$ cat src/rtl/led_pwm_pkg.sv
// Shared constants and width helpers for the LED PWM driver.
package led_pwm_pkg;

  localparam int DEFAULT_DUTY_W = 8;

  // Last period-counter value; a full-scale duty always compares above it.
  function automatic int pmax(input int duty_w);
    return (1 << duty_w) - 2;
  endfunction

  function automatic int ch_w(input int num_ch);
    return (num_ch > 1) ? $clog2(num_ch) : 1;
  endfunction

endpackage

$ cat src/rtl/led_pwm_timebase.sv
// Prescaler plus PWM period counter; flags the period-boundary load cycle.
module led_pwm_timebase
  import led_pwm_pkg::*;
#(
  parameter int DUTY_W   = DEFAULT_DUTY_W,
  parameter int PRESCALE = 4
) (
  input  logic              clk,
  input  logic              rst,
  output logic              tick,
  output logic [DUTY_W-1:0] pcnt,
  output logic              load
);

  localparam int                PW        = (PRESCALE > 1) ? $clog2(PRESCALE) : 1;
  localparam logic [PW-1:0]     PRESC_MAX = PW'(PRESCALE - 1);
  localparam logic [DUTY_W-1:0] PCNT_MAX  = DUTY_W'(pmax(DUTY_W));

  logic [PW-1:0] presc;

  assign tick = (presc == PRESC_MAX);
  assign load = tick && (pcnt == PCNT_MAX);

  // NOTE: sequential state uses non-blocking assignments so every register
  // samples the pre-edge values, independent of statement order.
  always_ff @(posedge clk) begin
    if (rst) begin
      presc <= '0;
      pcnt  <= '0;
    end else begin
      presc <= tick ? '0 : presc + 1'b1;
      if (load)
        pcnt <= '0;
      else if (tick)
        pcnt <= pcnt + 1'b1;
    end
  end

endmodule

$ cat src/rtl/led_pwm_driver.sv
// Eight-channel double-buffered PWM LED driver. The board wrapper maps
// oLed[5:0] to bMKR_D[5:0] and oLed[7:6] to bMKR_D[14:13].
module led_pwm_driver
  import led_pwm_pkg::*;
#(
  parameter int NUM_CH   = 8,
  parameter int DUTY_W   = DEFAULT_DUTY_W,
  parameter int PRESCALE = 4,
  parameter int CH_W     = ch_w(NUM_CH)
) (
  input  logic              wClk,
  input  logic              wRst,
  input  logic              iWrEn,
  input  logic [CH_W-1:0]   iWrCh,
  input  logic [DUTY_W-1:0] iWrDuty,
  output logic              oWrReady,
  output logic [NUM_CH-1:0] oLed,
  output logic              oPeriodStart
);

  localparam int                CHC_W    = CH_W + 1;
  localparam logic [DUTY_W-1:0] PCNT_MAX = DUTY_W'(pmax(DUTY_W));

  logic              tick;
  logic              load;
  logic [DUTY_W-1:0] pcnt;
  logic              wr_fire;

  logic [DUTY_W-1:0] shadow [NUM_CH];
  logic [DUTY_W-1:0] active [NUM_CH];

  led_pwm_timebase #(
    .DUTY_W   (DUTY_W),
    .PRESCALE (PRESCALE)
  ) u_timebase (
    .clk  (wClk),
    .rst  (wRst),
    .tick (tick),
    .pcnt (pcnt),
    .load (load)
  );

  // Refusing writes in the load cycle keeps shadow stable while it is copied.
  assign oWrReady = !wRst && !(tick && (pcnt == PCNT_MAX));
  assign wr_fire  = iWrEn && oWrReady;

  // NOTE: the duty banks are small flop arrays, not RAM, so they are reset
  // like any other register; a reset must never leave a stale duty behind.
  always_ff @(posedge wClk) begin
    if (wRst) begin
      for (int i = 0; i < NUM_CH; i++) begin
        shadow[i] <= '0;
        active[i] <= '0;
      end
      oLed         <= '0;
      oPeriodStart <= 1'b0;
    end else begin
      oPeriodStart <= load;
      for (int i = 0; i < NUM_CH; i++) begin
        // Out-of-range channel numbers match no slot and are dropped.
        if (wr_fire && ({1'b0, iWrCh} == CHC_W'(i)))
          shadow[i] <= iWrDuty;
        if (load)
          active[i] <= shadow[i];
        oLed[i] <= (pcnt < active[i]);
      end
    end
  end

endmodule

$ cat config.mk
export PLATFORM = sky130hd
export DESIGN_NAME = led_pwm_driver
export DESIGN_NICKNAME = d
export VERILOG_FILES = /design/src/rtl/led_pwm_pkg.sv /design/src/rtl/led_pwm_timebase.sv /design/src/rtl/led_pwm_driver.sv
export SDC_FILE = /design/constraint.sdc
export NUM_CORES = 1
export LEC_CHECK = 0
export BUFFER_PORTS_ARGS = -buffer_cell sky130_fd_sc_hd__clkbuf_2
export CORE_AREA = 2 2 115 117
export CTS_BUF_LIST = sky130_fd_sc_hd__clkbuf_16
export DETAILED_ROUTE_END_ITERATION = 12
export DIE_AREA = 0 0 117 119
export PLACE_DENSITY = 0.71
export SKIP_CTS_REPAIR_TIMING = 1
export SYNTH_ARGS = -nofsm -noshare
export SYNTH_HDL_FRONTEND = slang
export SYNTH_SLANG_ARGS = --single-unit
export TNS_END_PERCENT = 5
$ cat constraint.sdc
create_clock -name wClk -period 11.15 [get_ports wClk]
set_input_delay 1.115 -clock wClk [delete_from_list [all_inputs] [get_ports wClk]]
set_output_delay 1.115 -clock wClk [all_outputs]
set_load 0.02 [all_outputs]
==> results.yml, run 1 <==
power:
  p_int_mw: 1.07
  pwr-share-clk_pct: 47.1
  power_frac_comb_pct: 5.5
  p_seq_share_pct: 47.4
  leakage_nw: 3.23
  switchingPower_mw: 0.276
  totalPowerFinal_mw: 1.35
  swShare_pct: 20.5
  irDropWorstVdd_uv: 154
  power.density_mw_per_mm2: 173
floorplan:
  die-area_mm2: 0.0139
  io_pins: 24
  core_area_mm2: 0.0129
  initial_core_util_pct: 53.0
  std_cell_rows: 42
  die_y_um: 119
  die_w_um: 117
logic_synthesis:
  ys_seq_elements: 147
  synth-edff-count: 128
  synth_area_per_cell_um2: 12.8
  synth_cell_type_count: 41
  async_reset_ff_share_pct: 0
  yosysWarningCount: 0
  synth_flop_cell: "edfxtp_1"
  syn_inst: 533
  synth-seq-area-share_pct: 61.9
  syn-cell-area_mm2: 0.00682
  synth_fp_nets: 606
worst_hold_path:
  min_path_type: "flop to flop"
  worstHoldStart: "u_timebase.presc[0]"
  worstHoldPathCells: 1
  holdPathEnd: "u_timebase.presc[0]"
clock_tree:
  clock-sinks: 147
  numCtsBuffers: 17
  clkSlewWorstSetupHoldPaths_ns: 0.06
  cts_tree: "done"
  insertion_delay_ns: 0.42
  h-tree-depth: 4
  max-clock-path-buffers: 2
  clock-root-buffer: "clkbuf_16"
sta:
  hold_violations: 0
  whs_ns: 0.431
  fmax_mhz: 251
  fin_setup_tns_ns: 0
  min_period_ns: 3.98
  slew_headroom_pct: 15.2
  clock_skew_ns: 0.00603
  rsz0062_at_grt: "no"
  drv_slew: 0
  setup_viol: 0
  worst_pin_slew_ns: 1.26
  fin_crit_sh_pct: 35.7
worst_setup_path:
  r2r-end: "shadow[0][14]"
  path_cells: "clkbuf_2 > buf_4 > o21bai_4 > buf_4 > inv_1 > clkbuf_2"
  critPathSlowestCell: "buf_4"
  crit_family: "buffers and inverters"
  rrSetupSlack_ns: 8.41
  cp_data_required_time_ns: 10.04
  crit_path_max_fanout: 71
  critical_path_class: "input pin to output port"
  crit_arrival_ns: 2.87
  critPathMaxStageDelay_ns: 0.71
  cp-end-kind: "output port"
  rr_startpoint: "u_timebase.pcnt[1]"
  path_buf_inv: 5
  ff2ff_path_depth: 4
  crit_path_start_kind: "input pin"
grt:
  grt_pass1_wl_um: 20500
  overflow: 0
  grt_max_degree: 72
  antenna_found_initial: 0
  track_usage_pct: 20.3
  grt_pass1_vias: 4020
placement:
  dp_hpwl_um: 8660
  place_congestion: 0.818
  placedInstanceArea_mm2: 0.00710
  numPortBuffers: 23
  placed_cells: 717
final_layout:
  drive_gt1_share_pct: 11.3
  fin_nets: 634
  fin_cells: 750
  fillers: 1001
  final_area_mm2: 0.00777
  antenna_cells: 0
  syn2layout_area_growth_pct: 13.9
drt:
  drt_iter0_markers: 206
  vias: 3958
  wl_per_cell_um: 16.9
  via_per_inst: 5.28
  drc_errors: 0
  routed_wl_um: 12700
  dr.pass1.iters: 4
  ant_nets: 0
status:
  status: "finished clean"
run:
  drv_cap: 0
[cells in the mapped netlist, types with 9 or more instances]
cell type  instances  share of area (%)
a211oi_1           9               0.99
a21oi_1            9               0.66
and2_1            48                4.4
dfxtp_1           19                5.6
edfxtp_1         128                 56
ha_1              59                 11
inv_1             60                3.3
nand2_1           13               0.72
nor2_1            49                2.7
nor2b_1           31                2.8
nor3b_1           10                1.1
o211ai_1           9               0.99
o21ai_0            9               0.66
[state kept, by name, indices dropped and copies added (netlist names)]
signal,flops
u_timebase.pcnt,8
u_timebase.presc,2
oLed,8
shadow,64
oPeriodStart,1
active,64
[how the worst max path moves through the flow]
stage | startpoint | end | slack (ns) | cells after the start
6_report | wRst | oWrReady | 7.17 | 6
5_1_grt | u_timebase.pcnt[1] | oWrReady | 6.94 | 6
4_1_cts | u_timebase.pcnt[1] | oWrReady | 7.14 | 6
3_5_place_dp | wRst | oWrReady | 7.15 | 6
3_3_place_gp | wRst | oWrReady | 7.17 | 6
2_1_floorplan | u_timebase.pcnt[1] | oWrReady | 5.15 | 4
[metal layers]
layer  GRT usage [%]  part of all wire (%)
met3            4.68                   4.6
met1            25.1                    42
met2            31.8                    48
met4            12.9                   4.7
met5               0                     0
[layout make-up]
class	count	area, um^2	share of cell area [%]
inverters	60	225	2.90
repair buffers	26	145	1.87
well taps	176	220	2.83
clock inverters	15	238	3.06
clock buffers	17	425	5.47
flip-flops and latches	147	4220	54.3
multi-input cells	309	2300	29.5
[cell families (layout without fill, tap and decap cells)]
logic type,after synthesis,count (layout),synth area share (%)
AOI/OAI and AO/OA,68,68,7.37
xor gates and xnor gates,4,4,0.513
adders and majority gates,59,59,10.8
buffers and inverters,77,118,4.60
DFF,147,147,61.9
and+or+nand+nor,178,178,14.8
[placed cells by master, fill, tap and decap left out, drive strengths merged, types with 3 or more instances in the layout]
| cell | netlist | final |
|---|---|---|
| o211ai | 9 | 9 |
| and2 | 48 | 48 |
| a21oi | 9 | 9 |
| a211oi | 9 | 9 |
| nand2b | 8 | 8 |
| a2111oi | 8 | 8 |
| nor3b | 10 | 10 |
| o2111a | 8 | 8 |
| o21ai | 12 | 12 |
| clkbuf | 9 | 40 |
| nor2b | 31 | 31 |
| ha | 59 | 59 |
| nand4 | 4 | 4 |
| nor3 | 6 | 6 |
| edfxtp | 128 | 128 |
| nand2 | 13 | 13 |
| dfxtp | 19 | 19 |
| o21bai | 3 | 3 |
| inv | 60 | 60 |
| a21o | 3 | 3 |
| bufinv | 0 | 6 |
| buf | 8 | 3 |
| nor2 | 49 | 49 |
| clkinv | 0 | 8 |
[per-stage QoR]
stage | setup WS (ns) | util (%)
4_1_cts | 7.14 | 60.3
6_report | 7.17 | 60.4
3_3_place_gp | 7.17 | 55.1
3_5_place_dp | 7.15 | 55.1
2_1_floorplan | 5.15 | -
5_1_grt | 6.94 | 60.4
[power by group through the flow]
stage | Combinational (mW) | Clock, mW | Sequential, mW
after floorplan | 0.0496 | 0 | 0.648
after global placement | 0.0719 | 0 | 0.648
after detailed placement | 0.0748 | 0 | 0.650
after CTS | 0.0754 | 0.645 | 0.638
after global routing | 0.0840 | 0.665 | 0.640
final | 0.0746 | 0.633 | 0.638
Power figures use the tool's default switching activity.
==> run 2: changes to the inputs <==
--- a/config.mk
+++ b/config.mk
@@ -10,7 +10,7 @@
 export CTS_BUF_LIST = sky130_fd_sc_hd__clkbuf_16
 export DETAILED_ROUTE_END_ITERATION = 12
 export DIE_AREA = 0 0 117 119
-export PLACE_DENSITY = 0.71
+export PLACE_DENSITY = 0.74
 export SKIP_CTS_REPAIR_TIMING = 1
 export SYNTH_ARGS = -nofsm -noshare
 export SYNTH_HDL_FRONTEND = slang
==> constraint.sdc (replaced) <==
create_clock -name wClk -period 3.43 [get_ports wClk]
set_input_delay 0.343 -clock wClk [delete_from_list [all_inputs] [get_ports wClk]]
set_output_delay 0.343 -clock wClk [all_outputs]
set_load 0.02 [all_outputs]
==> run 2 against run 1 <==
Register-to-register slack worse by 7.3 ns. Sequential cell count stayed put. Via count grew 1.2%. Sequential power grew to 3.3 times the previous value. Combinational power rose to 3.2 times the previous value.
==> results.yml, run 2 (synthesized netlist as in run 1, its figures left out) <==
status:
  status: "finished clean"
final_layout:
  fin_nets: 640
  syn2layout_area_growth_pct: 12.7
  largestRegisters: "active (64), shadow (64)"
  fin_cells: 756
  antenna_cells: 0
  mostFrequentLayoutCells: "128 x edfxtp_1, 62 x inv_1, 59 x ha_1"
  drive_gt1_share_pct: 11.6
  final_area_mm2: 0.00769
  mostFrequentLayoutCell: "edfxtp_1"
sta:
  min_period_ns: 2.53
  slew_headroom_pct: 51.2
  rsz0062_at_grt: "no"
  clock_skew_ns: 0.00679
  hold_violations: 0
  setup_viol: 0
  drv_slew: 0
  fmax_mhz: 396
  fin_crit_sh_pct: 73.7
  worst_pin_slew_ns: 0.731
  whs_ns: 0.342
  worst_slack_ns: 0.903
  fin_setup_tns_ns: 0
drt:
  wl_per_cell_um: 17.0
  drt_iter0_markers: 255
  ant_nets: 0
  drc_errors: 0
  vias: 4007
  dr.pass1.iters: 4
  via_per_inst: 5.30
  routed_wl_um: 12800
worst_setup_path:
  crit_family: "flip-flops"
  cp_data_required_time_ns: 3.09
  critPathSlowestCell: "dfxtp_1"
  crit_start: "u_timebase.pcnt[1]"
  ff2ff_path_depth: 4
  critical_path_class: "flop to output port"
  path_buf_inv: 2
  crit_path_end: "oWrReady"
  critPathMaxStageDelay_ns: 0.65
  path_depth: 5
  rrSetupSlack_ns: 1.07
  cp-end-kind: "output port"
  r2r-end: "active[0][2]"
  path_cells: "ha_1 > nand4_4 > o21bai_4 > inv_1 > clkbuf_2"
  rr_startpoint: "u_timebase.pcnt[1]"
  crit_arrival_ns: 2.18
  crit_path_start_kind: "flop"
  crit_path_max_fanout: 12
placement:
  dpl_worst_slack_ns: 1.08
  dp_hpwl_um: 9170
  placed_cells: 724
  placedInstanceArea_mm2: 0.00715
  numPortBuffers: 23
  place_congestion: 0.833
power:
  switchingPower_mw: 0.904
  power.density_mw_per_mm2: 521
  leakage_nw: 3.18
  p_seq_share_pct: 51.8
  p_int_mw: 3.10
  irDropWorstVdd_uv: 383
  swShare_pct: 22.5
  power_frac_comb_pct: 6.0
  pwr-share-clk_pct: 42.2
grt:
  grt_pass1_vias: 3915
  overflow: 0
  antenna_found_initial: 0
  grt_pass1_wl_um: 20700
  track_usage_pct: 20.4
  grt_max_degree: 50
clock_tree:
  clkSlewWorstSetupHoldPaths_ns: 0.06
  h-tree-depth: 4
  clock-sinks: 147
  clock-root-buffer: "clkbuf_16"
  insertion_delay_ns: 0.43
  max-clock-path-buffers: 2
  numCtsBuffers: 17
  cts_tree: "done"
floorplan:
  die_w_um: 117
  initial_core_util_pct: 53.0
  std_cell_rows: 42
  die_y_um: 119
  die-area_mm2: 0.0139
  io_pins: 24
  core_area_mm2: 0.0129
worst_hold_path:
  worstHoldPathCells: 2
  min_path_type: "input pin to flop"
run:
  drv_cap: 0
[run 2: power by group through the flow]
stage          Sequential, mW  Clock [mW]  Combinational, mW
2_1_floorplan            2.10           0              0.162
4_1_cts                  2.08        1.71              0.242
3_5_place_dp             2.11           0              0.240
3_3_place_gp             2.11           0              0.229
6_report                 2.08        1.69              0.239
5_1_grt                  2.08        1.79              0.272
[run 2: metal layers]
| layer | global-route usage [%] | vias to the layer above | wire length [um] |
|---|---|---|---|
| li1 | - | 1965 | - |
| met4 | 8.31 | 0 | 239 |
| met5 | 0 | - | 0 |
| met1 | 28.1 | 1927 | 5960 |
| met3 | 6.41 | 18 | 602 |
| met2 | 30.1 | 97 | 6040 |
[run 2: cell type report]
cell class / count / area [um^2]
repair buffers: 32 / 183
clock inverters: 15 / 118
multi-input cells: 309 / 2300
fillers: 965 / 5180
well taps: 176 / 220
inverters: 60 / 225
flip-flops and latches: 147 / 4220
clock buffers: 17 / 425
[run 2: how the worst min path moves through the flow]
stage	start	to	slack [ns]
6_report	iWrDuty[0]	shadow[1][16]	0.34
5_1_grt	iWrDuty[1]	shadow[1][17]	0.35
4_1_cts	iWrDuty[0]	shadow[1][16]	0.33
3_5_place_dp	u_timebase.presc[0]	u_timebase.presc[0]	0.43
3_3_place_gp	u_timebase.presc[0]	u_timebase.presc[0]	0.41
2_1_floorplan	u_timebase.presc[0]	u_timebase.presc[0]	0.40
[run 2: metrics by stage]
stage | total power [mW] | utilization, %
after global routing | 4.15 | 59.7
after detailed placement | 2.35 | 55.5
after CTS | 4.03 | 59.7
after global placement | 2.34 | 55.5
final | 4.01 | 59.7
after floorplan | 2.26 | -
[run 2: worst register-to-register path, cell delays in order, from the launching register on]
cell,delay (ns)
dfxtp_1,0.65
ha_1,0.30
nand4_4,0.23
o21bai_4,0.29
buf_4,0.51
